`config.mk`:
```
export PLATFORM = sky130hd
export DESIGN_NAME = tx_report_arbiter
export DESIGN_NICKNAME = d
export VERILOG_FILES = /design/src/rtl/tx_report_arbiter_pkg.sv /design/src/rtl/rr_arbiter3.sv /design/src/rtl/tx_report_arbiter.sv
export SDC_FILE = /design/constraint.sdc
export NUM_CORES = 1
export LEC_CHECK = 0
export CAP_MARGIN = 20
export CELL_PAD_IN_SITES_DETAIL_PLACEMENT = 1
export CELL_PAD_IN_SITES_GLOBAL_PLACEMENT = 1
export CORE_MARGIN = 2
export CORE_UTILIZATION = 45
export CTS_CLUSTER_DIAMETER = 40
export CTS_CLUSTER_SIZE = 12
export DETAILED_ROUTE_END_ITERATION = 12
export DONT_BUFFER_PORTS = 1
export PLACE_DENSITY = 0.76
export SLEW_MARGIN = 40
export SYNTH_ARGS = -nofsm -noshare
export SYNTH_HDL_FRONTEND = slang
export SYNTH_SLANG_ARGS = --single-unit
```
`constraint.sdc`:
```
create_clock -name clock -period 4.2 [get_ports clock]
set_input_delay 0.42 -clock clock [delete_from_list [all_inputs] [get_ports clock]]
set_output_delay 0.42 -clock clock [all_outputs]
set_load 0.01 [all_outputs]
```
`src/rtl/tx_report_arbiter_pkg.sv`:
```
// tx_report_arbiter_pkg: shared constants and state encoding for the report arbiter
package tx_report_arbiter_pkg;
  localparam int NIBBLES_DEF = 9;
  localparam logic [7:0] TAG_R = 8'h52;
  localparam logic [7:0] TAG_W = 8'h57;
  localparam logic [7:0] TAG_G = 8'h47;
  localparam logic [7:0] CHAR_CR = 8'h0D;
  localparam logic [7:0] CHAR_LF = 8'h0A;
  typedef enum logic [2:0] {IDLE, TAG, HEX, CR, LF} state_t;
endpackage

```
`src/rtl/rr_arbiter3.sv`:
```
// rr_arbiter3: combinational 3-way round-robin, priority starts after last_grant
module rr_arbiter3 (
  input  logic [2:0] pending,
  input  logic [1:0] last_grant,
  output logic [2:0] grant
);
  logic [1:0] first;
  logic [2:0] rot, pick;
  assign first = last_grant >= 2'd2 ? 2'd0 : last_grant + 2'd1;
  // rotate so the highest-priority source sits at bit 0, pick, rotate back
  assign rot = first == 2'd0 ? pending : first == 2'd1 ? {pending[0], pending[2:1]} : {pending[1:0], pending[2]};
  assign pick = rot[0] ? 3'b001 : rot[1] ? 3'b010 : rot[2] ? 3'b100 : 3'b000;
  assign grant = first == 2'd0 ? pick : first == 2'd1 ? {pick[1:0], pick[2]} : {pick[0], pick[2:1]};
endmodule

```
`src/rtl/tx_report_arbiter.sv`:
```
// tx_report_arbiter: latches report words from three sources and serialises
// each as an ASCII line (tag, hex digits, CR, LF) to a UART transmitter
module tx_report_arbiter
  import tx_report_arbiter_pkg::*;
#(
  parameter int NIBBLES = NIBBLES_DEF
) (
  input  logic                   clock,
  input  logic                   reset_n,
  input  logic [2:0]             req_valid,
  input  logic [3*4*NIBBLES-1:0] req_word,
  output logic [2:0]             req_pending,
  output logic [7:0]             drop_count,
  output logic [7:0]             tx_data,
  output logic                   tx_we,
  input  logic                   tx_busy,
  output logic                   idle
);
  localparam int W = 4 * NIBBLES;
  localparam int DW = $clog2(NIBBLES + 1);
  state_t state, state_nx;
  logic [W-1:0] words [3];
  logic [W-1:0] shift;
  logic [DW-1:0] digit;
  logic [1:0] last_grant, src, g, ndrop;
  logic [2:0] grant, clr, cap, drop;
  logic [8:0] drop_sum;
  logic [3:0] nib;
  logic [7:0] hex, tag;
  logic accept, do_grant, last_digit;
  rr_arbiter3 u_rr (.pending(req_pending), .last_grant(last_grant), .grant(grant));
  assign accept = state != IDLE && !tx_busy;
  assign do_grant = state == IDLE && |req_pending;
  assign g = grant[2] ? 2'd2 : {1'b0, grant[1]};
  assign clr = do_grant ? grant : 3'b000;
  // a strobe landing on its own grant edge refills the slot instead of dropping
  assign cap = req_valid & (~req_pending | clr);
  assign drop = req_valid & req_pending & ~clr;
  assign ndrop = {1'b0, drop[0]} + {1'b0, drop[1]} + {1'b0, drop[2]};
  assign drop_sum = {1'b0, drop_count} + {7'b0, ndrop};
  assign last_digit = digit == DW'(NIBBLES - 1);
  assign nib = shift[W-1 -: 4];
  assign hex = nib < 4'd10 ? {4'h0, nib} + 8'd48 : {4'h0, nib} + 8'd55;
  assign tag = src == 2'd0 ? TAG_R : src == 2'd1 ? TAG_W : TAG_G;
  assign tx_we = state != IDLE;
  assign tx_data = state == TAG ? tag : state == HEX ? hex : state == CR ? CHAR_CR : state == LF ? CHAR_LF : 8'h00;
  assign idle = state == IDLE && !(|req_pending);
  always_comb begin
    state_nx = state;
    case (state)
      IDLE: state_nx = do_grant ? TAG : IDLE;
      TAG: state_nx = accept ? HEX : TAG;
      HEX: state_nx = accept && last_digit ? CR : HEX;
      CR: state_nx = accept ? LF : CR;
      LF: state_nx = accept ? IDLE : LF;
      default: state_nx = IDLE;
    endcase
  end
  always_ff @(posedge clock or negedge reset_n)
    if (!reset_n) begin
      state <= IDLE;
      req_pending <= '0;
      drop_count <= '0;
      last_grant <= 2'd2;
      src <= '0;
      shift <= '0;
      digit <= '0;
      for (int i = 0; i < 3; i++) words[i] <= '0;
    end else begin
      state <= state_nx;
      req_pending <= (req_pending & ~clr) | cap;
      drop_count <= drop_sum[8] ? 8'hFF : drop_sum[7:0];
      for (int i = 0; i < 3; i++) if (cap[i]) words[i] <= req_word[W*i +: W];
      if (do_grant) begin
        shift <= words[g];
        last_grant <= g;
        src <= g;
        digit <= '0;
      end else if (state == HEX && accept) begin
        shift <= shift << 4;
        digit <= digit + 1'b1;
      end
    end
endmodule

```
Word level (Yosys, flattened, before mapping)
Index checks and enable logic that the tools add are counted.
{"block": "op_classes", "add_sub_neg": 7, "magnitude_cmp": 3, "eq_ne": 7, "muxes": 31, "bitwise_logic": 9, "reduce_logical": 13}
{"cell": "2-to-1 mux 36 bit", "n": 4}
{"cell": "binary-select mux 36 bit (select 2 bit)", "n": 1}
{"cell": "2-to-1 mux 3 bit", "n": 10}
{"cell": "2-to-1 mux 7 bit", "n": 3}
{"cell": "2-to-1 mux 4 bit", "n": 4}
{"cell": "case mux 3 bit (5 select lines)", "n": 1}
{"cell": "adder 4 x 6 -> 7 bit, second input constant", "n": 2}
{"cell": "bitwise AND 3 bit", "n": 4}
{"cell": "2-to-1 mux 5 bit", "n": 2}
{"cell": "adder 8 x 2 -> 9 bit", "n": 1}
{"cell": "2-to-1 mux 8 bit", "n": 1}
{"cell": "equality test 3 x 2 -> 1 bit, second input constant", "n": 2}
{"cell": "2-to-1 mux 2 bit", "n": 3}
{"cell": "inverter 3 bit", "n": 2}
{"cell": "bitwise OR 3 bit", "n": 2}
{"cell": "logical AND 1 bit", "n": 5}
{"cell": "adder 4 x 1 -> 4 bit, second input constant", "n": 1}
{"cell": "equality test 2 x 1 -> 1 bit, second input constant", "n": 2}
{"cell": "equality test 4 bit, second input constant", "n": 1}
{"cell": "zero test 2 bit", "n": 2}
{"cell": "< comparator 4 bit, second input constant", "n": 1}
{"cell": "equality test 3 x 1 -> 1 bit, second input constant", "n": 1}
{"cell": "equality test 3 bit, second input constant", "n": 1}
{"cell": "greater-or-equal comparator 3 bit, second input constant", "n": 1}
{"cell": "11 further kinds", "n": 13}
{"block": "totals", "reg_bits": 166, "inputBits": 114, "out_inout_bits": 21, "elab_cells": 80}

Logic depth before layout (Yosys ltp)
Gate-level depths: netlist of the first run.
{"block": "depth", "word_depth": 17, "mapped_depth": 15, "ltp_nobuf": 12}

Hierarchy
From an unflattened synthesis of the first run, not the netlist that was laid out.
{"block": "unflattened", "hier_cells": 655, "hier_area_um2": 7643.6}
{"module": "tx_report_arbiter", "n_inst": 1, "cells_per_inst": 645, "area_per_inst_um2": 7584.8, "seq_area_each_um2": 4130.2}
{"module": "rr_arbiter3", "n_inst": 1, "cells_per_inst": 10, "area_per_inst_um2": 58.8, "seq_area_each_um2": 0.0}

Worst setup path before layout of the first run
Ideal clock, no wire load.
{"block": "synth_timing", "path_type": "reg-to-reg", "startpoint": "register req_pending[1]", "endpoint": "register drop_count[7]", "setup_time_ns": 0.125, "t_arrival_ns": 2.983, "required_ns": 4.075, "setup_slack_ns": 1.093, "path_stages_with_launch": 15, "n_path_buf": 3, "synth_period_minus_slack_ns": 3.107, "cell_sequence": "dfrtp_1 -> buf_2 -> nand2b_1 -> a21oi_1 -> o21a_1 -> buf_6 -> buf_6 -> nand2_1 -> fa_1 -> inv_1 -> ha_1 -> fa_1 -> and2_1 -> nand2b_1 -> mux2_2"}
{"block": "synth_between", "elab_chain_cells": 14, "elab_cells_between_ends": 17, "classes_between": "add/sub: 3; mux: 9; bitwise: 3; reduce/logical: 2"}
{"element": "start: declaration", "line_no": "tx_report_arbiter.sv:12", "rtl": "output logic [2:0] req_pending,"}
{"element": "start signal: assignment", "line_no": "tx_report_arbiter.sv:71", "rtl": "req_pending <= (req_pending & ~clr) | cap;"}
{"element": "2-to-1 mux 3 bit (2 in series)", "line_no": "rr_arbiter3.sv:11", "rtl": "assign rot = first == 2'd0 ? pending : first == 2'd1 ? {pending[0], pending[2:1]} : {pending[1:0], pending[2]} ..."}
{"element": "2-to-1 mux 3 bit (3 in series)", "line_no": "rr_arbiter3.sv:12", "rtl": "assign pick = rot[0] ? 3'b001 : rot[1] ? 3'b010 : rot[2] ? 3'b100 : 3'b000;"}
{"element": "2-to-1 mux 3 bit (2 in series)", "line_no": "rr_arbiter3.sv:13", "rtl": "assign grant = first == 2'd0 ? pick : first == 2'd1 ? {pick[1:0], pick[2]} : {pick[0], pick[2:1]};"}
{"element": "2-to-1 mux 3 bit", "line_no": "tx_report_arbiter.sv:35", "rtl": "assign clr = do_grant ? grant : 3'b000;"}
{"element": "inverter 3 bit", "line_no": "tx_report_arbiter.sv:38", "rtl": "assign drop = req_valid & req_pending & ~clr;"}
{"element": "bitwise AND 3 bit *", "line_no": "tx_report_arbiter.sv:38"}
{"element": "adder 1 x 1 -> 2 bit", "line_no": "tx_report_arbiter.sv:39", "rtl": "assign ndrop = {1'b0, drop[0]} + {1'b0, drop[1]} + {1'b0, drop[2]};"}
{"element": "adder 2 x 1 -> 2 bit *", "line_no": "tx_report_arbiter.sv:39"}
{"element": "adder 8 x 2 -> 9 bit *", "line_no": "tx_report_arbiter.sv:40", "rtl": "assign drop_sum = {1'b0, drop_count} + {7'b0, ndrop};"}
{"element": "2-to-1 mux 8 bit *", "line_no": "tx_report_arbiter.sv:72", "rtl": "drop_count <= drop_sum[8] ? 8'hFF : drop_sum[7:0];"}
{"element": "end signal: assignment", "line_no": "tx_report_arbiter.sv:72"}
{"element": "end: declaration", "line_no": "tx_report_arbiter.sv:13", "rtl": "output logic [7:0] drop_count,"}
Mark *: on every way between the ends. The rest lies on a longest branch, timed or not.
A chain may end at the register's enable or synchronous reset.

Worst setup path after layout of the first run
{"block": "layout_timing", "startpoint": "register state[2]", "endpoint": "register drop_count[7]"}
{"block": "layout_between", "elab_chain_cells": 9}
{"element": "start: declaration", "line_no": "tx_report_arbiter.sv:21", "rtl": "state_t state, state_nx;"}
{"element": "start signal: assignment", "line_no": "tx_report_arbiter.sv:70", "rtl": "state <= state_nx;"}
{"element": "zero test 3 bit *", "line_no": "tx_report_arbiter.sv:33", "rtl": "assign do_grant = state == IDLE && |req_pending;"}
{"element": "logical AND 1 bit *", "line_no": "tx_report_arbiter.sv:33"}
{"element": "2-to-1 mux 3 bit *", "line_no": "tx_report_arbiter.sv:35"}
{"element": "inverter 3 bit *", "line_no": "tx_report_arbiter.sv:38"}
{"element": "bitwise AND 3 bit *", "line_no": "tx_report_arbiter.sv:38"}
{"element": "adder 1 x 1 -> 2 bit", "line_no": "tx_report_arbiter.sv:39"}
{"element": "adder 2 x 1 -> 2 bit *", "line_no": "tx_report_arbiter.sv:39"}
{"element": "adder 8 x 2 -> 9 bit *", "line_no": "tx_report_arbiter.sv:40"}
{"element": "2-to-1 mux 8 bit *", "line_no": "tx_report_arbiter.sv:72"}
Marks and branches as above.

==> summary.txt, run 1 <==
Layout
  – Post-Route Utilization: 49.6%
  – Layout cell share with drive strength beyond 1: 19.5%
  – Syn-to-layout area delta: 7.45%
  – Filler instances: 2061
  – Final-stage net count: 884
  – # diodes: 0

Power and ir drop
  – Combinational power share: 46.2%
  – Switch share: 42.5%
  – Internal Pwr Total: 5200 uW
  – Share of power burned in registers: 35.0%
  – Power per Cell Area: 965 nW/um^2
  – P_leak: 0.00376 uW
  – Tot Pwr: 9050 uW
  – Max VDD drop: 503 uV
  – Net Sw Power: 3850 uW
  – Clk network pwr share: around a fifth

Synthesis
  – Post-synth EDFFs: 0
  – Syn nets: 926
  – Post-synth cell types: 56
  – Post-synth top area cell: dfrtp_1
  – Area contributors post-synth: dfrtp_1, nand2_1, a221oi_2, mux2_4, o22ai_1
  – Syn Inst Count: 805
  – Dominant synthesized flop cell: dfrtp_1
  – Mean cell area of the mapped netlist: ~11 sq um
  – Yosys warns: 0
  – Sequential area share after synthesis: 47.3%
  – Synth Register Bits: around 170
  – Ys async rst share: 100%
  – Netlist area before placement: between 8000 and 9000 sq um
  – Post-synth top area share: 47.0%

Placed design
  – Detailed placer's ending HPWL: about 17 mm
  – IO Port Bufs: 0
  – Pre-CTS setup slack: 947 ps
  – Routability cong.: 0.816

STA
  – Setup TNS: 0 ps
  – Worst hold slack: -335 ps
  – Final worst slack: 893 ps
  – Final Hold Viols: 165
  – Clock Skew: 11.7 ps
  – RSZ-0062 raised after global routing: no
  – Post-layout min period: about 3300 ps
  – Fmax: 0.302 GHz
  – Fin crit share: 78.7%
  – Setup-failing EPs final: 0
  – Worst slew margin: a little under half
  – Slew Limit Fails: 0
  – Tightest Pin Transition: 803 ps

Clock network
  – H-Tree Depth: 4
  – CTS sink count: 165
  – CTS Root Cell: clkbuf_16
  – Longest Clk Path Bufs: 2
  – CTS tree: built
  – CTS buffer count: 17
  – Clk pin slew, worst setup/hold paths: roughly 70 ps
  – Worst-Skew Late Latency: 450 ps

Die
  – Die Y: 143 um
  – Horiz. Die Dim: 143 um
  – Core Footprint: 18900 sq um
  – Die area: 20500 sq um
  – FP Rows: 50
  – Initial core utilization: 46.2%
  – Boundary Pins: 135

Detailed routing
  – DRT Pass-1 Iters: 5
  – Avg Vias per Cell: between 6 and 7
  – Initial detailed-routing violation count: 448
  – WL final: roughly 26 mm
  – DRC: 0
  – WL/cell: 24.9 um
  – Routed Antenna Nets: 0
  – DR vias: 6506

Setup path
  – Crit path DAT: 3640 ps
  – CP Capture Type: flop
  – Startpoint Class: flop
  – Critical path peak fanout: 21
  – Crit Path Category: reg -> reg
  – Worst EP required: 4530 ps

Outcome
  – Failing checks: negative hold slack
  – Status: finished with violations

GRT
  – GRT overflow: 0
  – Largest net degree at the start of global routing: 166
  – Initial antenna violation count: 0
  – Vias in the first global route: 7018
  – First-pass GRT wire length: 40.4 mm
  – GRT Total Usage: 25.9%

Worst hold path
  – Hold Crit Class: in -> async

Job
  – Number of max-cap violations: 0
-- layout make-up --
| cell class | count | area [sq um] | area share, % |
|---|---|---|---|
| clock inverter | 11 | 174 | 1.85 |
| sequential | 165 | 4130 | 44.1 |
| inverter | 12 | 45.0 | 0.480 |
| tap | 260 | 325 | 3.47 |
| timing repair buffer | 15 | 145 | 1.55 |
| multi-input combinational | 552 | 4100 | 43.7 |
| clock buffer | 21 | 460 | 4.91 |
-- layer usage --
layer	up-vias	part of all wire, %	track usage, %
met5	-	0	0
met4	0	1.9	8.46
met3	41	5.7	6.17
met2	214	49	42.9
met1	3403	43	33.5
li1	2848	-	-
-- kinds of logic (layout without fill, tap and decap cells) --
family,after synthesis,count (layout),share of synthesized area [%]
other,1,1,0.0430
multiplexers,68,68,9.62
AND/OR/NAND/NOR,217,217,11.9
XOR/XNOR,5,5,0.502
AO/OA/AOI/OAI,254,254,23.3
buffers and inverters,88,59,6.16
flip-flops,165,165,47.3
adder cells (fa/ha/maj),7,7,1.18
-- critical path, stage by stage (launching register included) --
cell and delay (ps):
dfrtp_1 580, nor3_4 120, inv_2 360, o21a_1 230, nand2_1 80, fa_1 510
inv_1 50, ha_1 240, fa_1 400, and2_1 210, nand2b_1 150, mux2_2 270
-- synth_stat cells, types with 2 or more instances --
cell type	n
buf_2	25
mux2_4	30
clkbuf_1	27
nand2_1	122
a21oi_1	9
nand4_1	4
o21a_1	5
nand2b_1	46
buf_12	3
nand3_1	7
nor2b_1	3
a21o_1	2
a221oi_1	6
a221oi_2	30
o21ai_1	8
o211ai_2	20
dfrtp_1	164
o31ai_1	2
xor2_1	3
o211ai_1	52
nor2b_2	2
nor2_1	12
fa_1	2
and3_1	2
inv_1	11
mux2_2	7
buf_6	14
and2_1	5
buf_4	6
xnor2_1	2
o22ai_1	68
o21ai_0	44
mux2i_1	31
nor3_1	5
ha_1	5
-- metrics by stage --
stage	instance area [sq um]	instances
finish	9380	1036
CTS	9380	1036
floorplan	8730	805
global route	9380	1036
global placement	8700	1003
detailed placement	8740	1004
-- final timing paths --
kind,cells after the start,startpoint,end,slack (ps)
max in group asynchronous,0,reset_n,last_grant[1],4230
min in group clock,1,tx_busy,state[2],70
worst min-delay path,0,reset_n,words[64],-330
worst max-delay path,11,state[2],drop_count[7],890
worst min register to register,1,words[20],words[20],520
worst max register to register,11,state[2],drop_count[7],890
-- power by group through the flow --
stage | registers, uW | logic [uW] | clock network (uW)
floorplan | 2810 | 3520 | 0
global placement | 3110 | 3860 | 0
detailed placement | 3160 | 4130 | 0
CTS | 3150 | 4190 | 1730
global route | 3240 | 4560 | 1790
finish | 3170 | 4180 | 1710
-- sequential cells by signal (all words and copies together) (netlist names) --
name and flops:
drop_count 8, src 1, words 108, shift 36
last_grant 2, state 3, digit 4, req_pending 3
-- placed cells by master, fill, tap and decap left out, drive strengths merged, types with 13 or more instances in the layout --
cell / n
o21ai: 53
nor2: 14
mux2: 37
mux2i: 31
dfrtp: 164
inv: 13
nand2: 122
clkbuf: 21
buf: 15
o211ai: 72
a221oi: 36
o22ai: 68
nand2b: 46
-- timing repair --
| item | CTS | global route |
|---|---|---|
| setup endpoints to repair | 0 | 0 |
| hold endpoints to repair | 165 | 165 |
| buffers inserted | 0 | 0 |
| resized for setup | 0 | 0 |
(Power assumes the default switching activity.)
==> run 2, diff against run 1 <==
==> constraint.sdc (replaced) <==
create_clock -name clock -period 3.1 [get_ports clock]
set_input_delay 0.31 -clock clock [delete_from_list [all_inputs] [get_ports clock]]
set_output_delay 0.31 -clock clock [all_outputs]
set_load 0.01 [all_outputs]
==> summary.txt, run 2 (same netlist as run 1, synthesis figures left out) <==
Outcome
  – Status: finished with violations
  – Failing checks: negative hold slack

Placed design
  – Detailed placer's ending HPWL: 16.6 mm (-1.1%)
  – Placement-stage cell area: 8790 sq um (+0.52%)
  – Routability cong.: 0.841 (+3.1%)
  – IO Port Bufs: 0 (unchanged)
  – Pre-CTS setup slack: 17.3 ps (-929 ps)

Layout
  – Post-route cell area: 9440 sq um (+0.65%)
  – Max reg flops: 108 (unchanged)
  – Final-stage net count: 898 (+1.6%)
  – Most frequent cells in the layout: dfrtp_1, nand2_1, o22ai_1, o211ai_1, nand2b_1
  – Largest reg by FF count: words
  – Layout cell share with drive strength beyond 1: 20.9% (+1.4 points)
  – Top Registers: words (108), shift (36), drop_count (8)
  – Syn-to-layout area delta: 8.16%
  – Commonest non-fill, non-tap cell in the layout: dfrtp_1
  – Filler instances: 2052 (-0.44%)

Detailed routing
  – WL final: 25.9 mm (+0.20%)
  – Routed Antenna Nets: 0 (unchanged)
  – DRT Pass-1 Iters: 4 (-1)
  – DRC: 0 (unchanged)
  – WL/cell: 24.6 um (-1.2%)
  – Initial detailed-routing violation count: 374 (-17%)
  – DR vias: 6566 (+0.92%)
  – Avg Vias per Cell: 6.25 (-0.52%)

Die
  – Boundary Pins: 135 (unchanged)
  – Core Footprint: 18900 sq um (unchanged)
  – Horiz. Die Dim: 143 um (unchanged)
  – Die area: 20500 sq um (unchanged)
  – Die Y: 143 um (unchanged)
  – FP Rows: 50 (unchanged)
  – Initial core utilization: 46.2% (unchanged)

STA
  – Fmax: 0.329 GHz (+8.8%)
  – Setup-failing EPs final: 0 (unchanged)
  – Slew Limit Fails: 0 (unchanged)
  – Worst hold slack: -428 ps (-93.2 ps)
  – Worst slew margin: 50.3% (+3.9 points)
  – Tightest Pin Transition: 744 ps (-58.6 ps)
  – Final Hold Viols: 165 (unchanged)
  – Post-layout min period: 3040 ps (-267 ps)
  – Final worst slack: 60.2 ps (-833 ps)
  – Fin crit share: 98.1% (+19 points)
  – Clock Skew: 7.39 ps (-4.28 ps)

Clock network
  – Longest Clk Path Bufs: 2 (unchanged)
  – H-Tree Depth: 4 (unchanged)
  – Worst-Skew Late Latency: 430 ps (-20 ps)
  – CTS buffer count: 17 (unchanged)
  – CTS Hold Bufs: 4
  – Clk pin slew, worst setup/hold paths: 60 ps (about the same)
  – CTS sink count: 165 (unchanged)
  – CTS Root Cell: clkbuf_16
  – CTS tree: built

Setup path
  – Slowest stage cell, crit path: dfstp_2
  – Top Family by Delay on Critical Path: adder cells
  – CP Cell Sequence: nor2b_2 > o21ai_4 > nand3_1 > fa_1 > inv_1 > ha_1 > fa_1 > and2_1 > nand2b_1 > mux2_2
  – Critical path peak fanout: 7 (-67%)
  – Crit path DAT: 3350 ps (-290 ps)
  – Crit path buffers/inverters: 1 (-1)
  – CP Capture Type: flop
  – Crit Path Category: reg -> reg
  – Worst EP required: 3410 ps (-1120 ps)
  – Max incr delay on CP: 640 ps (+60 ps)
  – Startpoint Class: flop
  – Most used cell, CP: fa_1

Worst hold path
  – Hold Crit Class: in -> async

Power and ir drop
  – Combinational power share: 48.5% (+2.3 points)
  – P_leak: 0.00380 uW (+0.98%)
  – Internal Pwr Total: 6880 uW (+32%)
  – Clk network pwr share: 17.3% (-1.6 points)
  – Power per Cell Area: 1290 nW/um^2 (+34%)
  – Switch share: 43.6% (+1.0 points)
  – Max VDD drop: 678 uV (+35%)
  – Share of power burned in registers: 34.2% (-0.8 points)
  – Net Sw Power: 5310 uW (+38%)

GRT
  – Vias in the first global route: 7230 (+3.0%)
  – Initial antenna violation count: 1 (+1)
  – First-pass GRT wire length: 40.1 mm (-0.67%)
  – Largest net degree at the start of global routing: 166 (unchanged)
  – GRT overflow: 0 (unchanged)
  – GRT Total Usage: 25.5% (-0.38 points)

Job
  – Number of max-cap violations: 0 (unchanged)
==> run 2: changes by cell type in the layout (fill, tap and decap cells not counted), moves of 2 or more <==
cell,change
inv_6,+3
clkbuf_1,-2
dlygate4sd3_1,+4
bufinv_16,-2
clkbuf_8,-2
clkinv_2,+3
buf_4,+10
==> run 2: what timing repair did <==
item	4_1_cts	5_1_grt
setup buffers	0	2
pin swaps	0	2
setup endpoints to repair	1	3
hold endpoints to repair	169	165
resized for setup	1	2
==> run 2: routing by layer <==
| layer | wire length, um | vias up | part of all wire (%) | GRT usage [%] |
|---|---|---|---|---|
| met3 | 1340 | 37 | 5.2 | 5.77 |
| met2 | 12900 | 189 | 50 | 43.2 |
| met1 | 11100 | 3449 | 43 | 32.6 |
| met4 | 481 | 0 | 1.9 | 7.79 |
| li1 | - | 2891 | - | - |
| met5 | 0 | - | 0 | 0 |
==> run 2: final timing paths <==
kind | from | end | slack (ps) | depth (start not counted)
setup / recovery | last_grant[1] | drop_count[7] | 60 | 10
hold / removal | reset_n | words[68] | -430 | 0
setup reg to reg | last_grant[1] | drop_count[7] | 60 | 10
hold reg to reg | words[18] | words[18] | 510 | 1
max in group asynchronous | reset_n | last_grant[1] | 3220 | 0
min in group clock | req_word[89] | words[17] | 20 | 1
==> run 2: cell type report <==
type / count / area, sq um / share of cell area (%)
Sequential cell: 165 / 4130 / 43.8
Timing Repair Buffer: 29 / 253 / 2.68
Clock buffer: 17 / 425 / 4.51
Clock inverter: 15 / 155 / 1.64
Multi-Input combinational cell: 552 / 4100 / 43.4
Tap cell: 260 / 325 / 3.45
Inverter: 12 / 45.0 / 0.477
Antenna cell: 1 / 2.50 / 0.0265
==> run 2: through the flow <==
stage                     cells  power, uW  utilization, %  setup TNS (ps)
after global routing       1051      12900            50.0           -5.85
after global placement     1012       9560            46.5               0
after CTS                  1048      12100            49.8               0
final                      1051      12200            50.0               0
after detailed placement   1012       9940            46.5               0
after floorplan             805       8580               -               0
==> run 2: power groups by stage <==
| stage | clock, uW | sequential, uW | combinational (uW) |
|---|---|---|---|
| final | 2110 | 4170 | 5910 |
| after detailed placement | 0 | 4170 | 5770 |
| after floorplan | 0 | 3810 | 4770 |
| after global placement | 0 | 4090 | 5460 |
| after global routing | 2210 | 4260 | 6390 |
| after CTS | 2140 | 4150 | 5850 |
==> run 3, diff against run 2 <==
--- a/config.mk
+++ b/config.mk
@@ -8,13 +8,12 @@
 export CAP_MARGIN = 20
 export CELL_PAD_IN_SITES_DETAIL_PLACEMENT = 1
 export CELL_PAD_IN_SITES_GLOBAL_PLACEMENT = 1
-export CORE_MARGIN = 2
-export CORE_UTILIZATION = 45
+export CORE_UTILIZATION = 50
 export CTS_CLUSTER_DIAMETER = 40
 export CTS_CLUSTER_SIZE = 12
 export DETAILED_ROUTE_END_ITERATION = 12
 export DONT_BUFFER_PORTS = 1
-export PLACE_DENSITY = 0.76
+export PLACE_DENSITY = 0.82
 export SLEW_MARGIN = 40
 export SYNTH_ARGS = -nofsm -noshare
 export SYNTH_HDL_FRONTEND = slang
==> summary.txt, run 3 (same netlist as run 1, synthesis figures left out) <==
Outcome
  – Status: finished with violations
  – Failing checks: negative hold slack, negative setup slack

Setup path
  – Slowest stage cell, crit path: dfstp_2
  – Crit path buffers/inverters: 1 (unchanged)
  – Critical path peak fanout: 8 (+1)
  – Top Family by Delay on Critical Path: adder cells
  – Most used cell, CP: fa_1
  – CP Capture Type: flop
  – CP Cell Sequence: a21oi_2 > o21ai_2 > nand3_1 > fa_1 > inv_1 > ha_1 > fa_1 > and2_2 > nand2b_1 > mux2_2
  – Crit path DAT: 3430 ps (+80 ps)
  – Max incr delay on CP: 640 ps (about the same)
  – Crit Path Category: reg -> reg
  – Startpoint Class: flop
  – Worst EP required: 3430 ps (+20 ps)

Clock network
  – Clk pin slew, worst setup/hold paths: 70 ps (about the same)
  – Worst-Skew Late Latency: 440 ps (about the same)
  – CTS tree: built
  – CTS buffer count: 17 (unchanged)
  – Longest Clk Path Bufs: 2 (unchanged)
  – H-Tree Depth: 4 (unchanged)
  – CTS Hold Bufs: 5 (+1)
  – CTS sink count: 165 (unchanged)
  – CTS Root Cell: clkbuf_16

Die
  – Initial core utilization: 51.9% (+5.7 points)
  – Boundary Pins: 135 (unchanged)
  – Die area: 18000 sq um (-12%)
  – FP Rows: 47 (-6.0%)
  – Die Y: 134 um (-6.4%)
  – Horiz. Die Dim: 134 um (-6.4%)
  – Core Footprint: 16800 sq um (-11%)

STA
  – Worst slew margin: 48.8% (-1.5 points)
  – Slew Limit Fails: 0 (unchanged)
  – Post-layout min period: 3100 ps (+63.8 ps)
  – Tightest Pin Transition: 766 ps (+21.4 ps)
  – Setup-failing EPs final: 1 (+1)
  – Final Hold Viols: 165 (unchanged)
  – Final worst slack: -3.60 ps (-63.8 ps)
  – Worst hold slack: -439 ps (-10.7 ps)
  – Clock Skew: 14.0 ps (+6.64 ps)
  – Fmax: 0.322 GHz (-2.1%)
  – Fin crit share: 100% (+2.1 points)

Placed design
  – IO Port Bufs: 0 (unchanged)
  – Detailed placer's ending HPWL: 16.7 mm (+0.88%)
  – Routability cong.: 0.866 (+2.9%)

Power and ir drop
  – P_leak: 0.00384 uW (+0.94%)
  – Tot Pwr: 12600 uW (+3.7%)
  – Max VDD drop: 564 uV (-17%)
  – Power per Cell Area: 1330 nW/um^2 (+3.2%)

Detailed routing
  – Uppermost layer routed: met5
  – M1 wire length: 11.3 mm (+1.5%)
  – DRC: 0 (unchanged)
  – WL final: 27.0 mm (+4.2%)
  – DRT Pass-1 Iters: 5 (+1)
  – Avg Vias per Cell: 6.62 (+5.9%)
  – Metal3 WL: 1.48 mm (+10%)
  – DR vias: 6696 (+2.0%)
  – Wire length on met2: 13.4 mm (+3.5%)
  – Initial detailed-routing violation count: 620 (+66%)
  – Routed Antenna Nets: 0 (unchanged)
  – WL/cell: 26.6 um (+8.2%)

Layout
  – Largest reg by FF count: words
  – Area of the multi-input gates: 4100 sq um (-0.15%)
  – Commonest non-fill, non-tap cell in the layout: dfrtp_1
  – Layout cell share with drive strength beyond 1: 20.5% (-0.38 points)
  – Syn-to-layout area delta: 8.60%
  – Top Registers: words (108), shift (36), drop_count (8)
  – Register area: 4130 sq um (about the same)
  – Max reg flops: 108 (unchanged)
  – Filler instances: 1798 (-12%)
  – Most frequent cells in the layout: dfrtp_1, nand2_1, o22ai_1, o211ai_1, nand2b_1
  – Final-stage net count: 898 (unchanged)

GRT
  – Vias in the first global route: 7324 (+1.3%)
  – Largest net degree at the start of global routing: 166 (unchanged)
  – First-pass GRT wire length: 42.0 mm (+4.8%)
  – Initial antenna violation count: 3 (+2)
  – GRT Total Usage: 31.1% (+5.6 points)
  – GRT overflow: 0 (unchanged)

Worst hold path
  – Hold Crit Class: in -> async

Job
  – Number of max-cap violations: 0 (unchanged)
run 3: cell count changes in the layout (fill, tap and decap cells not counted), sizes merged:
| cell | delta |
|---|---|
| buf | -1 |
| dlygate4sd3 | +1 |
| diode | +1 |
| clkinv | -4 |
| inv | -3 |
| clkbuf | +3 |
| bufinv | +4 |
run 3: power by group:
part / switching [uW] / internal (uW)
logic: 3500 / 2460
clock network: 922 / 1540
registers: 999 / 3210
total: 5420 / 7210
run 3: worst register-to-register path: cells and delay by family (launching register included):
kind / cells / cell delay, ps
adders and majority gates: 3 / 1140
and+or+nand+nor: 3 / 510
AOI/OAI and AO/OA: 2 / 390
DFF: 1 / 640
buffers and inverters: 1 / 50
muxes: 1 / 270
run 3: path summary, 6_finish.rpt:
check                         startpoint  slack, ps  cells after the start             to
min in group clock          req_word[72]         10                      1       words[0]
max in group asynchronous        reset_n       3230                      0  last_grant[1]
max reg2reg                last_grant[1]         -4                     10  drop_count[7]
max                        last_grant[1]         -4                     10  drop_count[7]
min reg2reg                    words[20]        510                      1      words[20]
min                              reset_n       -440                      0  drop_count[4]
run 3: area by class of cell:
class,instances,area share (%)
multi-input cells,552,43.2
inverters,12,0.475
well taps,220,2.90
repair buffers,29,2.69
clock inverters,12,2.38
clock buffers,20,4.71
diodes,2,0.0528
flip-flops and latches,165,43.6
run 3: layer usage:
layer | vias up | GRT usage, %
met5 | - | 0
li1 | 2886 | -
met2 | 242 | 50.4
met1 | 3513 | 39.9
met4 | 2 | 14.5
met3 | 53 | 6.50
run 3: what timing repair did:
item,in CTS,in global routing
hold endpoints to repair,169,165
endpoints found under the setup margin,0,6
buffers inserted,0,2
gates resized for setup,0,3
run 3: through the flow:
stage	instance area, sq um	TNS, ps	worst slack (ps)	instances	util [%]
after floorplan	8730	0	31.2	805	-
after global placement	8720	0	217	971	51.9
after detailed placement	8730	0	44.6	971	51.9
after CTS	9450	0	18.5	1008	56.2
after global routing	9480	-225	-87.1	1012	56.4
final	9480	-3.60	-3.60	1012	56.4
